**src/rtl/pcm_dnlink_sim_pkg.sv**
```systemverilog
// Shared types and constants for the PCM downlink simulator: slot classes,
// default geometry and a width helper for counters and FIFO pointers.
package pcm_sim_pkg;

  typedef enum logic [1:0] {
    SLOT_STRT = 2'd0,
    SLOT_BSNC = 2'd1,
    SLOT_END  = 2'd2,
    SLOT_IDLE = 2'd3
  } slot_class_t;

  localparam int DEF_BIT_DIV         = 20;
  localparam int DEF_PULSE_LEN       = 4;
  localparam int DEF_WORD_BITS       = 40;
  localparam int DEF_WORDS_PER_FRAME = 1;
  localparam int DEF_FRAME_SLOTS     = 1024;
  localparam int DEF_FIFO_DEPTH      = 4;

  // Bits needed to hold 0..value-1; never less than 1 so degenerate sizes still elaborate.
  function automatic int clog2(input int value);
    int w;
    w = 1;
    while ((1 << w) < value) begin
      w = w + 1;
    end
    return w;
  endfunction

endpackage

```
**src/rtl/pcm_dnlink_sim_fifo.sv**
```systemverilog
// Single-clock word FIFO with registered empty/full flags. A push while full
// is discarded and reported by a one-cycle dropped pulse; a same-cycle pop makes room.
module sync_fifo
  import pcm_sim_pkg::*;
#(
  parameter int WIDTH = DEF_WORD_BITS,
  parameter int DEPTH = DEF_FIFO_DEPTH
) (
  input  logic             clk,
  input  logic             rst,
  input  logic             push,
  input  logic [WIDTH-1:0] push_data,
  input  logic             pop,
  output logic [WIDTH-1:0] head_data,
  output logic             empty,
  output logic             dropped
);

  localparam int AW = clog2(DEPTH);

  logic [WIDTH-1:0] mem [DEPTH];
  logic [AW-1:0]    wr_ptr_reg;
  logic [AW-1:0]    rd_ptr_reg;
  logic [AW:0]      count_reg;
  logic [AW:0]      count_next;
  logic             empty_reg;
  logic             full_reg;
  logic             dropped_reg;
  logic             do_push;
  logic             do_pop;

  always_comb begin
    do_pop     = pop && !empty_reg;
    do_push    = push && (!full_reg || do_pop);
    count_next = count_reg;
    if (do_push && !do_pop) begin
      count_next = count_reg + (AW+1)'(1);
    end else if (do_pop && !do_push) begin
      count_next = count_reg - (AW+1)'(1);
    end
  end

  always_ff @(posedge clk) begin
    if (do_push) begin
      mem[wr_ptr_reg] <= push_data;
    end
  end

  always_ff @(posedge clk) begin
    if (rst) begin
      wr_ptr_reg  <= '0;
      rd_ptr_reg  <= '0;
      count_reg   <= '0;
      empty_reg   <= 1'b1;
      full_reg    <= 1'b0;
      dropped_reg <= 1'b0;
    end else begin
      if (do_push) begin
        wr_ptr_reg <= wr_ptr_reg + AW'(1);
      end
      if (do_pop) begin
        rd_ptr_reg <= rd_ptr_reg + AW'(1);
      end
      count_reg   <= count_next;
      empty_reg   <= (count_next == '0);
      full_reg    <= (count_next == (AW+1)'(DEPTH));
      dropped_reg <= push && !do_push;
    end
  end

  // Head entry is only rewritten after it has been popped, so it holds steady under backpressure.
  assign head_data = mem[rd_ptr_reg];
  assign empty     = empty_reg;
  assign dropped   = dropped_reg;

endmodule

```
**src/rtl/pcm_dnlink_sim.sv**
```systemverilog
// PCM downlink simulator: divides the AGC CLK into bit slots, drives the
// DKSTRT/DKBSNC/DKEND strobes and captures DKDATA words into a FIFO.
module pcm_dnlink_sim
  import pcm_sim_pkg::*;
#(
  parameter int BIT_DIV         = DEF_BIT_DIV,
  parameter int PULSE_LEN       = DEF_PULSE_LEN,
  parameter int WORD_BITS       = DEF_WORD_BITS,
  parameter int WORDS_PER_FRAME = DEF_WORDS_PER_FRAME,
  parameter int FRAME_SLOTS     = DEF_FRAME_SLOTS,
  parameter int FIFO_DEPTH      = DEF_FIFO_DEPTH
) (
  input  logic                 clk,
  input  logic                 rst,
  input  logic                 enable,
  input  logic                 agc_clk_in,
  input  logic                 dkdata_in,
  output logic                 dkstrt,
  output logic                 dkbsnc,
  output logic                 dkend,
  output logic [WORD_BITS-1:0] word_data,
  output logic                 word_valid,
  input  logic                 word_ready,
  output logic                 overflow,
  output logic [15:0]          frame_count
);

  localparam int N  = WORD_BITS * WORDS_PER_FRAME;
  localparam int PW = clog2(BIT_DIV);
  localparam int SW = clog2(FRAME_SLOTS);
  localparam int BW = clog2(WORD_BITS);

  localparam logic [PW-1:0] PULSE_LAST  = PW'(BIT_DIV - 1);
  localparam logic [PW-1:0] PULSE_LEN_C = PW'(PULSE_LEN);
  localparam logic [PW-1:0] PULSE_CAP   = PW'(PULSE_LEN - 1);
  localparam logic [SW-1:0] SLOT_LAST   = SW'(FRAME_SLOTS - 1);
  localparam logic [SW-1:0] BSNC_LAST   = SW'(N);
  localparam logic [SW-1:0] END_SLOT    = SW'(N + 1);
  localparam logic [BW-1:0] BIT_LAST    = BW'(WORD_BITS - 1);

  logic agc_s1_reg, agc_s2_reg, agc_s3_reg, tick_reg;
  logic dk_s1_reg, dk_s2_reg;

  logic [PW-1:0] pulse_reg, pulse_next;
  logic [SW-1:0] slot_reg, slot_next;
  logic          frame_start;
  logic [15:0]   frame_count_reg;
  logic          dkstrt_reg, dkbsnc_reg, dkend_reg;
  slot_class_t   cur_class, next_class;
  logic          strobe_on;
  logic          capture;

  logic [WORD_BITS-1:0] shreg_reg, shift_word, push_data_reg;
  logic [BW-1:0]        bitcnt_reg;
  logic                 push_reg;

  logic fifo_empty, fifo_dropped, overflow_reg;

  function automatic slot_class_t classify(input logic [SW-1:0] s);
    if (s == '0) begin
      return SLOT_STRT;
    end else if (s <= BSNC_LAST) begin
      return SLOT_BSNC;
    end else if (s == END_SLOT) begin
      return SLOT_END;
    end
    return SLOT_IDLE;
  endfunction

  // Both asynchronous inputs share the same two-flop depth so data lines up with the tick.
  always_ff @(posedge clk) begin
    if (rst) begin
      agc_s1_reg <= 1'b0;
      agc_s2_reg <= 1'b0;
      agc_s3_reg <= 1'b0;
      tick_reg   <= 1'b0;
      dk_s1_reg  <= 1'b0;
      dk_s2_reg  <= 1'b0;
    end else begin
      agc_s1_reg <= agc_clk_in;
      agc_s2_reg <= agc_s1_reg;
      agc_s3_reg <= agc_s2_reg;
      tick_reg   <= agc_s2_reg && !agc_s3_reg;
      dk_s1_reg  <= dkdata_in;
      dk_s2_reg  <= dk_s1_reg;
    end
  end

  // Frame-end wrap is gated by enable; otherwise counters park on the last pulse of the last slot.
  always_comb begin
    pulse_next  = pulse_reg;
    slot_next   = slot_reg;
    frame_start = 1'b0;
    if (tick_reg) begin
      if (pulse_reg != PULSE_LAST) begin
        pulse_next = pulse_reg + PW'(1);
      end else if (slot_reg != SLOT_LAST) begin
        slot_next  = slot_reg + SW'(1);
        pulse_next = '0;
      end else if (enable) begin
        slot_next   = '0;
        pulse_next  = '0;
        frame_start = 1'b1;
      end
    end
  end

  always_comb begin
    cur_class  = classify(slot_reg);
    next_class = classify(slot_next);
    strobe_on  = (pulse_next < PULSE_LEN_C);
    capture    = tick_reg && (pulse_reg == PULSE_CAP) && (cur_class == SLOT_BSNC);
    shift_word = {shreg_reg[WORD_BITS-2:0], dk_s2_reg};
  end

  always_ff @(posedge clk) begin
    if (rst) begin
      pulse_reg       <= PULSE_LAST;
      slot_reg        <= SLOT_LAST;
      frame_count_reg <= '0;
      dkstrt_reg      <= 1'b0;
      dkbsnc_reg      <= 1'b0;
      dkend_reg       <= 1'b0;
    end else begin
      pulse_reg  <= pulse_next;
      slot_reg   <= slot_next;
      if (frame_start) begin
        frame_count_reg <= frame_count_reg + 16'd1;
      end
      dkstrt_reg <= strobe_on && (next_class == SLOT_STRT);
      dkbsnc_reg <= strobe_on && (next_class == SLOT_BSNC);
      dkend_reg  <= strobe_on && (next_class == SLOT_END);
    end
  end

  always_ff @(posedge clk) begin
    if (rst) begin
      shreg_reg     <= '0;
      bitcnt_reg    <= '0;
      push_reg      <= 1'b0;
      push_data_reg <= '0;
    end else begin
      push_reg <= 1'b0;
      if (frame_start) begin
        shreg_reg  <= '0;
        bitcnt_reg <= '0;
      end else if (capture) begin
        shreg_reg <= shift_word;
        if (bitcnt_reg == BIT_LAST) begin
          bitcnt_reg    <= '0;
          push_reg      <= 1'b1;
          push_data_reg <= shift_word;
        end else begin
          bitcnt_reg <= bitcnt_reg + BW'(1);
        end
      end
    end
  end

  sync_fifo #(
    .WIDTH (WORD_BITS),
    .DEPTH (FIFO_DEPTH)
  ) u_fifo (
    .clk       (clk),
    .rst       (rst),
    .push      (push_reg),
    .push_data (push_data_reg),
    .pop       (word_valid && word_ready),
    .head_data (word_data),
    .empty     (fifo_empty),
    .dropped   (fifo_dropped)
  );

  always_ff @(posedge clk) begin
    if (rst) begin
      overflow_reg <= 1'b0;
    end else if (fifo_dropped) begin
      overflow_reg <= 1'b1;
    end
  end

  assign word_valid  = !fifo_empty;
  assign overflow    = overflow_reg;
  assign frame_count = frame_count_reg;
  assign dkstrt      = dkstrt_reg;
  assign dkbsnc      = dkbsnc_reg;
  assign dkend       = dkend_reg;

endmodule

```
**config.mk**
```make
export PLATFORM = sky130hd
export DESIGN_NAME = pcm_dnlink_sim
export DESIGN_NICKNAME = d
export VERILOG_FILES = /design/src/rtl/pcm_dnlink_sim_pkg.sv /design/src/rtl/pcm_dnlink_sim_fifo.sv /design/src/rtl/pcm_dnlink_sim.sv
export SDC_FILE = /design/constraint.sdc
export NUM_CORES = 1
export LEC_CHECK = 0
export CORE_MARGIN = 2
export CORE_UTILIZATION = 65
export CTS_BUF_LIST = sky130_fd_sc_hd__clkbuf_2 sky130_fd_sc_hd__clkbuf_4 sky130_fd_sc_hd__clkbuf_8
export DETAILED_ROUTE_END_ITERATION = 6
export PLACE_DENSITY = 0.95
export SYNTH_ARGS = -nofsm -noshare
export SYNTH_HDL_FRONTEND = slang
export SYNTH_SLANG_ARGS = --single-unit
```
**constraint.sdc**
```tcl
create_clock -name clk -period 4.2 [get_ports clk]
set_clock_uncertainty 0.15 [all_clocks]
set_input_delay 0.84 -clock clk [delete_from_list [all_inputs] [get_ports clk]]
set_output_delay 0.84 -clock clk [all_outputs]
set_load 0.005 [all_outputs]
```
==> qor.csv <==
metric;value;unit
Core Rows;48;
final hold vios;0;
Worst R2R Setup Slack;1.19;ns
Pre-Repair DR Iteration Count;6;
min Tclk post-route;3.52;ns
worst r2r src;slot_reg[0];
via count;7411;
vias in the first global route;7484;
worst path arrival time;2.53;ns
fin crit share;83.8;%
clk sinks;299;
crit end category;output port;
final-report setup violation count;0;
syn_nets;918;
final layout net count;994;
drt drc;0;
Layout fillers;975;
Setup Buffers After CTS;0;
worst hold stages;1;
leak pwr;4.48;nW
number of synthesized flops with an enable pin;160;
Max-Cap Viols;0;
Mapped Avg Cell Area;12.7;um2
Clk Latency, worst-skew pair;0.56;ns
Port Buffers;66;
Die Y;137;um
synth warn;0;
final WL;23200;um
Die W;137;um
number of flip-flops under the largest register name;160;
PostCTS Resize Cnt;0;
H-tree depth;2;
hpwl dp;13200;um
Worst-path clk slew;0.05;ns
Peak VDD IR;0.290;mV
Worst-Margin Slew;0.805;ns
final setup TNS;0;ns
root buffer cell;clkbuf_8;
clock tree buffer depth;3;
reg2reg end;frame_count[15];
count leader, synth;nand2_1;
largest cells by area after synthesis;edfxtp_1 42%, dfxtp_1 24%, mux4_2 7.9%;
TritonCTS clock tree;built;
Tot Pwr;0.00601;W
global-route wire length before repair;36900;um
cell taking the most area after synthesis;edfxtp_1;
Area Overhead vs Synth;15.9;%
CTS Hold Bufs;0;
wire length per cell;18.7;um
pin count of the biggest net entering global routing;72;
layout cell share with drive strength beyond 1;15.2;%
critical path endpoint;word_data[8];
distinct cell type count after synthesis;56;
crit path max fanout;19;
Tot GR Track Use;25.4;%
Slew HR;46.3;%
R2R depth;7;
# IOs;67;
asr flop ratio synth;0;%
Die Footprint;0.0187;mm2
Slew Limit Fails;0;
crit path kind;flop to output port;
synth cell count leaders;191 x nand2_1, 160 x edfxtp_1, 139 x dfxtp_1;
Yosys top cell area share;42.0;%
DR vias/cell;5.98;
Setup crit start kind;flop;
final RePlAce weighted congestion;0.903;
Routed Antenna Nets;0;
core region area;0.0172;mm2
HP Class;flop to flop;
initial drt markers;672;
n_diodes;0;
Syn Inst Count;901;
gr ovfl total;0;
prevailing post-synth register cell;edfxtp_1;
#FFs+latches synth;299;
fmax;284;MHz
Starting Density;66.3;%
pwr dens;454;mW/mm2
TritonCTS Buffers;45;
initial antenna violation count;0;
sequential area share after synthesis;66.4;%
outcome;complete, no violations;
RSZ-0062 raised after global routing;false;
CP required;3.21;ns
Mapped Area;0.0114;mm2
## report_power, final
group / leakage, nW / switching, W / internal (W)
Sequential: 2.60 / 0.0000351 / 0.00307
Clock: 0.519 / 0.00107 / 0.00138
Combinational: 1.35 / 0.000202 / 0.000256
Total: 4.48 / 0.00130 / 0.00471
## worst min path at each step
stage               endpoint  slack [ns]       start
floorplan           tick_reg        0.22  agc_s3_reg
global placement    tick_reg        0.22  agc_s3_reg
detailed placement  tick_reg        0.23  agc_s3_reg
CTS                 tick_reg        0.23  agc_s3_reg
global route        tick_reg        0.25  agc_s3_reg
finish              tick_reg        0.23  agc_s3_reg
## routing by layer
layer / track usage (%) / wire length [um] / part of all wire (%) / vias up
li1: - / - / - / 3401
met1: 31.5 / 8850 / 38 / 3577
met2: 43.9 / 12000 / 52 / 380
met3: 4.93 / 1740 / 7.5 / 53
met4: 10.5 / 547 / 2.4 / 0
met5: 0 / 0 / 0 / -
## cell usage in the layout, fill, tap and decap left out, types with 16 or more instances in the layout
cell,instances
nand2_1,191
edfxtp_1,160
dfxtp_1,138
a21oi_1,91
clkdlybuf4s50_1,65
clkbuf_8,53
mux4_2,40
nor2_1,38
clkbuf_4,25
xor2_1,18
nand3_1,16
## cells by family after synthesis
| kind of cell | share of synthesized area, % |
|---|---|
| flip-flops | 66.4 |
| buffers and inverters | 2.33 |
| XOR/XNOR | 2.15 |
| multiplexers | 8.24 |
| AO/OA/AOI/OAI | 6.19 |
| AND/OR/NAND/NOR | 13.5 |
| adder cells (fa/ha/maj) | 1.20 |
## through the flow
stage	setup WS (ns)	cell area, um2	utilization [%]	hold WS, ns	instances
2_1_floorplan	1.34	11400	-	0.217	901
3_3_place_gp	1.08	12300	71.2	0.222	1155
3_5_place_dp	0.935	12300	71.2	0.227	1155
4_1_cts	0.603	13200	76.8	0.235	1239
5_1_grt	0.500	13200	76.8	0.255	1239
6_report	0.682	13200	76.8	0.232	1239
## area by class of cell
type | instances | area [um2] | share of cell area [%]
clock buffer | 78 | 917 | 6.93
inverter | 13 | 48.8 | 0.369
sequential | 299 | 7590 | 57.3
clock inverter | 6 | 42.5 | 0.321
multi-input combinational | 538 | 3590 | 27.1
tap | 225 | 282 | 2.13
timing repair buffer | 80 | 773 | 5.84
## worst max-delay path: stages, from the launching register on
cell	delay, ns
dfxtp_2	0.53
buf_4	0.42
mux4_2	0.57
clkdlybuf4s50_1	0.46
No activity file was read; power rests on OpenSTA's default activity.
==> variant, RTL diff (same settings) <==
Set the package constant `DEF_WORD_BITS` to 32 (it was 40).
--- a/src/rtl/pcm_dnlink_sim_pkg.sv
+++ b/src/rtl/pcm_dnlink_sim_pkg.sv
@@ -11,7 +11,7 @@
 
   localparam int DEF_BIT_DIV         = 20;
   localparam int DEF_PULSE_LEN       = 4;
-  localparam int DEF_WORD_BITS       = 40;
+  localparam int DEF_WORD_BITS       = 32;
   localparam int DEF_WORDS_PER_FRAME = 1;
   localparam int DEF_FRAME_SLOTS     = 1024;
   localparam int DEF_FIFO_DEPTH      = 4;
Ports: changed (resized word_data); port bits go from 67 to 59. No check against the original RTL was run, so the function may have changed too.
==> variant against the original RTL <==
Synthesized area down 16%. Design area down 16%. Count of clock-buffer cells in the layout down 17. Fmax up 2.1%. Total power down 17%. Utilization up 0.38 points. Sequential cell count down 49. Routed wire length down 15%. Setup slack better by 73 ps. Critical path type unchanged. Largest cell class unchanged. Highest routed layer unchanged.
==> variant: results <==
logic_synthesis:
  yosysSeqAreaShare: 0.654
  yosysWarnings: 0
  ys_types: 53
  synthArstFlopShare: 0
  synthTopCellsByArea: "edfxtp_1 40%, dfxtp_1 25%, mux4_2 7.5%, nand2_1 6.0%, a21oi_1 4.4%"
  synth-edff-count: 128
  postSynthAreaPerCell_um2: 12.3
  synth_nets: 799
  synth_top_cells_by_count: "153 x nand2_1, 128 x edfxtp_1, 122 x dfxtp_1, 85 x a21oi_1, 38 x nor2_1"
global_routing:
  grt_max_degree: 66
  antenna_found_initial: 0
  grt_pass1_vias: 6521
  grt.total_usage: 0.255
  grt_pass1_wl_um: 32200
worst_setup_path:
  crit_end: "word_data[10]"
  cp_max_fo: 22
  arrival_ps: 2460
  r2r_slack_ps: 1340
  r2r_cells: 9
  regToRegStartpoint: "slot_reg[0]$_SDFF_PP1_"
  r2r-end: "push_data_reg[10]$_SDFFE_PP0P_"
placement:
  routabilityCongestion: 0.905
  post-place-ws_ps: 899
  place_hpwl_um: 11500
  placed_cells: 995
  io_buffers: 58
cells_and_area:
  nets: 868
  instances_no_fill: 1061
  drive_gt1_frac: 0.141
  largest_register_ffs: 128
power:
  p_leak_nw: 3.80
  vdd_drop_max_uv: 254
timing:
  period_minus_slack_ps: 3450
  setup_violations: 0
  maxSlewViolCount: 0
  max_slew.worst_pin.slew_ps: 716
outcome:
  status: "finished, final reports clean"
detailed_routing:
  drt-initial-drc-count: 688
  firstDrtPassIters: 5
  wl_um: 19600
  viasPerCell: 6.06
clock_tree:
  clockBufferDepth: 3
  post_cts_resize_count: 0
  clkLatencyLatePin_ps: 530
  cts_buffers: 37
  cts_setup_buffers: 0
variant: logic make-up after synthesis:
family	count (synthesis)	share of synthesized area
multiplexers	35	0.0783
buffers and inverters	61	0.0242
flip-flops	250	0.654
AO/OA/AOI/OAI	123	0.0727
adder cells (fa/ha/maj)	12	0.0156
AND/OR/NAND/NOR	281	0.138
XOR/XNOR	19	0.0173
variant: critical path, cell delays in order (launching register included):
cell,delay (ps)
dfxtp_2,630
buf_12,280
mux4_2,540
clkdlybuf4s50_1,460
variant: worst min-delay path by stage:
stage,from,end,slack [ps],cells after the start
floorplan,agc_s3_reg$_SDFF_PP0_,tick_reg$_SDFF_PP0_,220,1
global placement,agc_s3_reg$_SDFF_PP0_,tick_reg$_SDFF_PP0_,220,1
detailed placement,agc_s3_reg$_SDFF_PP0_,tick_reg$_SDFF_PP0_,230,1
CTS,agc_s3_reg$_SDFF_PP0_,tick_reg$_SDFF_PP0_,240,1
global route,agc_s3_reg$_SDFF_PP0_,tick_reg$_SDFF_PP0_,260,1
finish,agc_s3_reg$_SDFF_PP0_,tick_reg$_SDFF_PP0_,240,1
variant: report_power, final:
part	internal [W]	leakage [nW]	total [W]	switching, W
Combinational	0.000223	1.21	0.000388	0.000165
Sequential	0.00257	2.17	0.00261	0.0000390
Clock	0.00113	0.420	0.00202	0.000886
Total	0.00392	3.80	0.00501	0.00109
variant: metrics by stage:
step | hold slack [ps] | instance area [um^2]
finish | 236 | 11200
CTS | 239 | 11200
global placement | 222 | 10400
detailed placement | 227 | 10400
global route | 261 | 11200
floorplan | 217 | 9610
variant: final cells by class:
| cell class | count | area, um^2 |
|---|---|---|
| clock inverters | 5 | 27.5 |
| inverters | 19 | 71.3 |
| multi-input cells | 470 | 3090 |
| clock buffers | 61 | 752 |
| flip-flops and latches | 250 | 6290 |
| fillers | 801 | 3300 |
| repair buffers | 72 | 718 |
| well taps | 184 | 230 |
variant: metal layers:
metal  share of wire  track usage  up-vias
met5               0            0        -
met4           0.031        0.114        0
met3           0.061       0.0522       56
met2            0.51        0.442      279
met1            0.39        0.309     3140
li1                -            -     2951
